==> config.mk <==
export PLATFORM = sky130hd
export DESIGN_NAME = uart_rx_framer
export DESIGN_NICKNAME = d
export VERILOG_FILES = /design/src/rtl/uart_rx_framer.sv
export SDC_FILE = /design/constraint.sdc
export NUM_CORES = 1
export LEC_CHECK = 0
export BUFFER_PORTS_ARGS = -buffer_cell sky130_fd_sc_hd__buf_2
export CORE_UTILIZATION = 59
export CTS_BUF_LIST = sky130_fd_sc_hd__clkbuf_4 sky130_fd_sc_hd__clkbuf_8
export CTS_CLUSTER_SIZE = 24
export DETAILED_ROUTE_END_ITERATION = 10
export HOLD_SLACK_MARGIN = 0.08
export PLACE_DENSITY = 0.85
export SKIP_LAST_GASP = 1
export SLEW_MARGIN = 20
export SYNTH_ARGS = -nofsm -noshare
export SYNTH_HDL_FRONTEND = slang
export SYNTH_SLANG_ARGS = --single-unit
==> constraint.sdc <==
create_clock -name clk -period 2.05 [get_ports clk]
set_input_delay 0.205 -clock clk [delete_from_list [all_inputs] [get_ports clk]]
set_output_delay 0.205 -clock clk [all_outputs]
set_load 0.05 [all_outputs]
==> src/rtl/uart_rx_framer.sv <==
// uart_rx_framer: oversampled UART receiver. Synchronizes the serial line,
// confirms the start bit at mid-bit, shifts in NB_DATA bits LSB first and
// checks the stop bit. A good frame updates o_data with a one-clk o_rxDone
// pulse. A low stop bit gives a one-clk o_frame_err pulse and the byte is
// discarded.
module uart_rx_framer #(
  parameter int NB_DATA = 8,
  parameter int NB_STOP = 16,
  parameter int NB_TICK = 16
) (
  input  logic               clk,
  input  logic               i_rst,
  input  logic               i_tick,
  input  logic               i_rx,
  output logic [NB_DATA-1:0] o_data,
  output logic               o_rxDone,
  output logic               o_frame_err,
  output logic               o_busy
);

  // The tick counter has to reach the longer of the bit period and the stop span.
  localparam int TICK_MAX = (NB_TICK > NB_STOP) ? NB_TICK : NB_STOP;
  localparam int NB_TCNT  = $clog2(TICK_MAX) + 1;
  localparam int NB_BCNT  = $clog2(NB_DATA) + 1;

  // Counter values at which each state acts on a tick.
  localparam logic [NB_TCNT-1:0] TICK_HALF = NB_TCNT'(NB_TICK / 2 - 1);
  localparam logic [NB_TCNT-1:0] TICK_LAST = NB_TCNT'(NB_TICK - 1);
  localparam logic [NB_TCNT-1:0] STOP_LAST = NB_TCNT'(NB_STOP - 1);
  localparam logic [NB_BCNT-1:0] BIT_LAST  = NB_BCNT'(NB_DATA - 1);

  typedef enum logic [1:0] {
    ST_IDLE  = 2'd0,
    ST_START = 2'd1,
    ST_DATA  = 2'd2,
    ST_STOP  = 2'd3
  } state_t;

  state_t               state_q;
  logic [NB_TCNT-1:0]   tick_cnt_q;
  logic [NB_BCNT-1:0]   bit_cnt_q;
  logic [NB_DATA-1:0]   shift_q;
  logic [NB_DATA-1:0]   data_q;
  logic                 rx_done_q;
  logic                 frame_err_q;
  logic                 busy_q;
  logic [1:0]           sync_q;
  logic                 rx_s;

  // Two-flop synchronizer on the asynchronous line. It resets to the idle
  // level so that reset never appears as a start edge.
  always_ff @(posedge clk) begin
    if (i_rst) begin
      sync_q <= 2'b11;
    end else begin
      sync_q <= {sync_q[0], i_rx};
    end
  end

  assign rx_s = sync_q[1];

  // Receive FSM: counters, shift register and all registered outputs.
  always_ff @(posedge clk) begin
    if (i_rst) begin
      state_q     <= ST_IDLE;
      tick_cnt_q  <= '0;
      bit_cnt_q   <= '0;
      shift_q     <= '0;
      data_q      <= '0;
      rx_done_q   <= 1'b0;
      frame_err_q <= 1'b0;
      busy_q      <= 1'b0;
    end else begin
      // Both status outputs are single-cycle pulses, so they drop back by default.
      rx_done_q   <= 1'b0;
      frame_err_q <= 1'b0;
      case (state_q)
        ST_IDLE: begin
          // A low line starts a frame immediately and does not wait for a tick.
          if (!rx_s) begin
            state_q    <= ST_START;
            busy_q     <= 1'b1;
            tick_cnt_q <= '0;
          end else begin
            busy_q     <= 1'b0;
          end
        end
        ST_START: begin
          if (i_tick) begin
            if (tick_cnt_q == TICK_HALF) begin
              if (!rx_s) begin
                // Still low at mid start bit, so this is a real frame.
                state_q    <= ST_DATA;
                tick_cnt_q <= '0;
                bit_cnt_q  <= '0;
              end else begin
                // The line is high again, so this was a glitch. Drop it silently.
                state_q    <= ST_IDLE;
                busy_q     <= 1'b0;
                tick_cnt_q <= '0;
              end
            end else begin
              tick_cnt_q <= tick_cnt_q + 1'b1;
            end
          end else begin
            tick_cnt_q <= tick_cnt_q;
          end
        end
        ST_DATA: begin
          if (i_tick) begin
            if (tick_cnt_q == TICK_LAST) begin
              // Sample at mid-bit. Bits arrive LSB first, so shift right.
              shift_q    <= {rx_s, shift_q[NB_DATA-1:1]};
              tick_cnt_q <= '0;
              if (bit_cnt_q == BIT_LAST) begin
                state_q   <= ST_STOP;
              end else begin
                bit_cnt_q <= bit_cnt_q + 1'b1;
              end
            end else begin
              tick_cnt_q <= tick_cnt_q + 1'b1;
            end
          end else begin
            tick_cnt_q <= tick_cnt_q;
          end
        end
        ST_STOP: begin
          if (i_tick) begin
            if (tick_cnt_q == STOP_LAST) begin
              if (rx_s) begin
                data_q      <= shift_q;
                rx_done_q   <= 1'b1;
              end else begin
                frame_err_q <= 1'b1;
              end
              // Leave at mid stop bit, so the next start edge can be seen right away.
              state_q    <= ST_IDLE;
              busy_q     <= 1'b0;
              tick_cnt_q <= '0;
            end else begin
              tick_cnt_q <= tick_cnt_q + 1'b1;
            end
          end else begin
            tick_cnt_q <= tick_cnt_q;
          end
        end
        default: begin
          state_q    <= ST_IDLE;
          busy_q     <= 1'b0;
          tick_cnt_q <= '0;
          bit_cnt_q  <= '0;
        end
      endcase
    end
  end

  assign o_data      = data_q;
  assign o_rxDone    = rx_done_q;
  assign o_frame_err = frame_err_q;
  assign o_busy      = busy_q;

endmodule

== Word-level counts from Yosys, hierarchy flattened ==
Cells that the tools add are included.

* Register bits after elaboration: 32
* Input port bits: 4
* Output and inout bits: 11
* Word-level logic and storage cells: 74

* Add/sub/neg operators: 2
* Eq/ne operators: 18
* Muxes and demuxes: 31
* Bitwise operators: 3
* Reduce and logical (&&, ||, !) cells: 11

{| class="wikitable"
|+ Operator list
! operator !! count
|-
| two-way mux 5 bit || 5
|-
| two-way mux 4 bit || 6
|-
| != test 2 bit (second input constant) || 11
|-
| two-way mux 2 bit || 9
|-
| case mux 5 bit (3 select lines) || 1
|-
| case mux 2 bit (4 select lines) || 1
|-
| case mux 4 bit (2 select lines) || 1
|-
| AND reduction 8 bit || 1
|-
| two-way mux 1 bit || 7
|-
| AND reduction 7 bit || 1
|-
| AND reduction 3 bit || 2
|-
| AND reduction 6 bit || 1
|-
| adder 5 x 1 -> 5 bit (second input constant) || 1
|-
| equality test 5 x 3 -> 1 bit (second input constant) || 1
|-
| equality test 5 x 4 -> 1 bit (second input constant) || 1
|-
| adder 4 x 1 -> 4 bit (second input constant) || 1
|-
| equality test 2 bit (second input constant) || 2
|-
| equality test 4 x 3 -> 1 bit (second input constant) || 1
|-
| AND reduction 4 bit || 1
|-
| OR reduction 4 bit || 1
|-
| NOT 1 bit || 3
|-
| case mux 1 bit (3 select lines) || 1
|-
| nonzero test 3 bit || 1
|-
| equality test 2 x 1 -> 1 bit (second input constant) || 1
|-
| 4 further kinds || 4
|}

== Depth between registers and ports, before layout ==
* Depth in word-level cells: 5
* Gate-level depth with buffers: 6
* Gate-level depth less buffers: 6

== Worst setup path after synthesis ==
OpenSTA, ideal clock, no wires.

* Path kind: flip-flop to flip-flop
* From: register tick_cnt_q[0]
* To: register tick_cnt_q[0]
* Setup time: 121 ps
* Arrival: 1741 ps
* Data required time: 1929 ps
* Path slack: 188 ps
* Cell stages (with the launch flop): 6
* Path buffers: 0
* Clock period less this slack: 1862 ps
* Path through: dfxtp_1 -> ha_1 -> or4bb_2 -> a21oi_1 -> nor3_1 -> mux2_2

* Cells in the longest elaborated chain, start to end: 4
* Elaborated cells on any way between the ends: 8
* Classes of those cells: add/sub: 1; eq/ne: 2; mux: 5

{| class="wikitable"
|+ Ends and longest elaborated chain
! element !! RTL line !! RTL
|-
| start, declared || 40 || <nowiki>logic [NB_TCNT-1:0] tick_cnt_q;</nowiki>
|-
| start signal, assigned || 103 || <nowiki>tick_cnt_q <= tick_cnt_q + 1'b1;</nowiki>
|-
| start signal, assigned || 106 || <nowiki>tick_cnt_q <= tick_cnt_q;</nowiki>
|-
| start signal, assigned || 121 || <nowiki>tick_cnt_q <= tick_cnt_q + 1'b1;</nowiki>
|-
| adder 5 x 1 -> 5 bit (tied with other cells) || 103, 121, 141 ||
|-
| two-way mux 5 bit (on tied branches) || 111, 129, 90 ||
|-
| two-way mux 5 bit (on tied branches) || 110, 89 ||
|-
| case mux 5 bit (3 select lines) * || 77 || <nowiki>case (state_q)</nowiki>
|}

Mark *: on every way between the ends. The rest lies on a longest branch, timed or not. The select of a mux whose other input is x is not followed.
A chain may end at the register's enable or synchronous reset.

== Worst setup path in the final report ==
Ends and elaborated chain as after synthesis.

==> impl_metrics.ini <==
[floorplanning]
core_area_mm2 = 0.00221
io_pins = 15
initial_core_util = 0.630
die-area_mm2 = 0.00256
die_y_um = 50.6
die_x_um = 50.6
rows = 17

[sta]
finalMaxSlewViolations = 0
fin_crit_sh = 0.936
finalSetupViolations = 0
tightest_slew_ps = 631
period_minus_slack_ps = 1920
finalClockSkew_ps = 4.86
fmax_mhz = 521
holdWs_ps = 249
maxSlewHeadroom = 0.576
grt_setup_unrepaired = no
finalHoldViolCount = 0
tns_ps = 0

[clock_network]
cts_tree = built
post_cts_resized = 0
clock_path_buffers = 2
clk_pin_slew_ps = 100
clkLatencyLatePin_ps = 340
cts.sinks = 32
postCtsSetupBuffers = 0
cts_root_buffer = clkbuf_4
h-tree-depth = 2
cts_buffers = 5

[finish]
antenna_cells = 0
drive_above_1_share = 0.232
fillCellCount = 162
final_common_cell = dfxtp_1
nets = 174
layout_common_cells = dfxtp_1 (32), nor2_1 (24), mux2i_1 (17)
area_growth_pct = 14.5

[critical_path]
reg2reg_slack_ps = 130
path_class = reg2reg
crit_path_end_kind = flip-flop
arrival_ps = 2160
path_cells = ha_1 > or4bb_2 > a21oi_1 > nor3_1 > mux2_2
crit_required_ps = 2290
r2r-end = tick_cnt_q[0]
crit_fanout = 3
start_kind = flip-flop
reg2regPathDepth = 5
slowest_delay_ps = 640
r2r_start = tick_cnt_q[0]
slowest_stage = or4bb_2

[worst_hold_path]
whs_endpoint = tick_cnt_q[4]
worstHoldPathCells = 3
hp-start = i_tick
holdCritPathClass = in2reg

[drt]
remaining_drc_errors = 0
ant_nets = 0
firstDrtPassIters = 4
viasPerCell = 5.85
vias = 1147
wl_um = 2740
wire_per_inst_um = 14.0
drt_iter0_markers = 32

[power]
peakVddDrop_mv = 0.580
cellPowerDensity_mw_per_mm2 = 674
p_leak_uw = 0.000735
p_total_uw = 1080

[yosys]
syn_area_per_cell_um2 = 9.55
yosysWarnings = 0
synth_top_family_by_area = simple AND/OR/NAND/NOR gates
synth_area_mm2 = 0.00139
synthAdderAreaFrac = 0.0269
synth_top_area_share = 0.460
syn_inst = 146
ys_ff_latch = 32
yosysTopAreaCell = dfxtp_1
yosys.area_share.simple = 0.231
synth_xor_area_frac = 0.00628
yosysSeqAreaShare = 0.460
synth_nets = 153
yosys-top-cells-area = dfxtp_1 (46%), mux2i_1 (12%), nor2_1 (6.5%)
yosysUniqueCellTypes = 41
synth-compound-area-share = 0.118
muxShareOfSynthArea = 0.130

[global_routing]
track_usage = 0.242
antenna_found_initial = 0
grt-ovfl-total = 0
grt_max_degree = 28
grt_pass1_vias = 980
grt_pass1_wl_um = 4390

[placement]
port_buffers = 14
place_congestion = 0.877
place_hpwl_um = 1860

[flow_run]
cap_violations = 0

[status]
status = finished clean
-- power by group --
group | switching (uW) | total, uW | internal, uW | leakage [uW]
clock | 218 | 399 | 181 | 0.0000349
combinational | 27.7 | 45.0 | 17.3 | 0.000441
sequential | 6.40 | 632 | 626 | 0.000258
total | 252 | 1080 | 824 | 0.000735
-- how the worst max path moves through the flow --
stage,start,end,slack (ps),depth (start not counted)
floorplan,tick_cnt_q[0],tick_cnt_q[0],190,5
global placement,tick_cnt_q[0],tick_cnt_q[0],200,5
detailed placement,tick_cnt_q[0],tick_cnt_q[0],140,5
CTS,tick_cnt_q[0],tick_cnt_q[0],130,5
global route,tick_cnt_q[1],tick_cnt_q[0],60,5
finish,tick_cnt_q[0],tick_cnt_q[0],130,5
-- per-stage QoR --
stage               setup WS (ps)  instances  instance area [um2]  utilization
finish                        131        196                 1600        0.721
global route                 56.6        196                 1600        0.721
CTS                           128        196                 1600        0.721
detailed placement            142        187                 1520        0.687
global placement              200        187                 1520        0.687
floorplan                     188        146                 1390            -
-- layer usage --
| metal | global-route usage | part of all wire | wire length [um] |
|---|---|---|---|
| met2 | 0.373 | 0.47 | 1290 |
| met5 | 0 | 0 | 0 |
| met3 | 0.0576 | 0.040 | 109 |
| met4 | 0.167 | 0.029 | 79 |
| met1 | 0.294 | 0.46 | 1260 |
-- cells in the mapped netlist --
cell type	count
clkbuf_1	4
buf_1	2
nor2_1	24
dfxtp_1	32
mux2_2	1
nand2_1	4
or4_1	1
and3b_1	1
or4bb_2	1
and4_1	1
nand3_1	6
o41ai_1	1
nor3_1	3
nand3b_1	2
a21oi_1	7
a21o_1	1
buf_2	2
a22o_1	1
or3_4	1
nor3_2	1
mux2i_1	17
a31o_2	1
nand4b_4	1
ha_1	3
o32ai_1	2
o21a_1	1
o21ai_0	5
nor2b_1	2
xnor2_1	1
and4b_2	1
and3_1	1
a21boi_0	1
a2111oi_0	1
inv_1	2
o211ai_1	1
a32oi_1	1
o22ai_1	1
a31oi_1	1
nor4_1	3
or3_1	1
or2_2	3
-- logic make-up after synthesis --
family,after synthesis
compound gates,25
xor+xnor,1
fa+ha+maj,3
buf+inv,10
flops,32
mux,18
simple gates,57
-- registers in the layout (all words and copies together) (netlist names), named ones only --
register / count
o_data: 8
shift_q: 8
tick_cnt_q: 5
bit_cnt_q: 4
sync_q: 2
o_busy: 1
o_frame_err: 1
o_rxDone: 1
state_q: 1
-- area by class of cell --
type	count	area, um2	share of cell area
clock buffer	7	58.8	0.0369
clock inverter	1	7.51	0.00471
inverter	2	7.51	0.00471
multi-input combinational	104	713	0.447
sequential	32	641	0.402
tap	28	35.0	0.0220
timing repair buffer	22	133	0.0831
-- worst max-delay path, delay by kind of cell, from the launching register on --
family	cells	cell delay [ps]
fa+ha+maj	1	240
mux	1	260
compound gates	1	210
simple gates	2	730
flops	1	380
-- what timing repair did --
| action | 4_1_cts | 5_1_grt |
|---|---|---|
| hold endpoints to repair | 1 | 0 |
| hold buffers | 1 | 0 |
| endpoints found under the setup margin | 0 | 0 |
No activity file was read; power rests on OpenSTA's default activity.
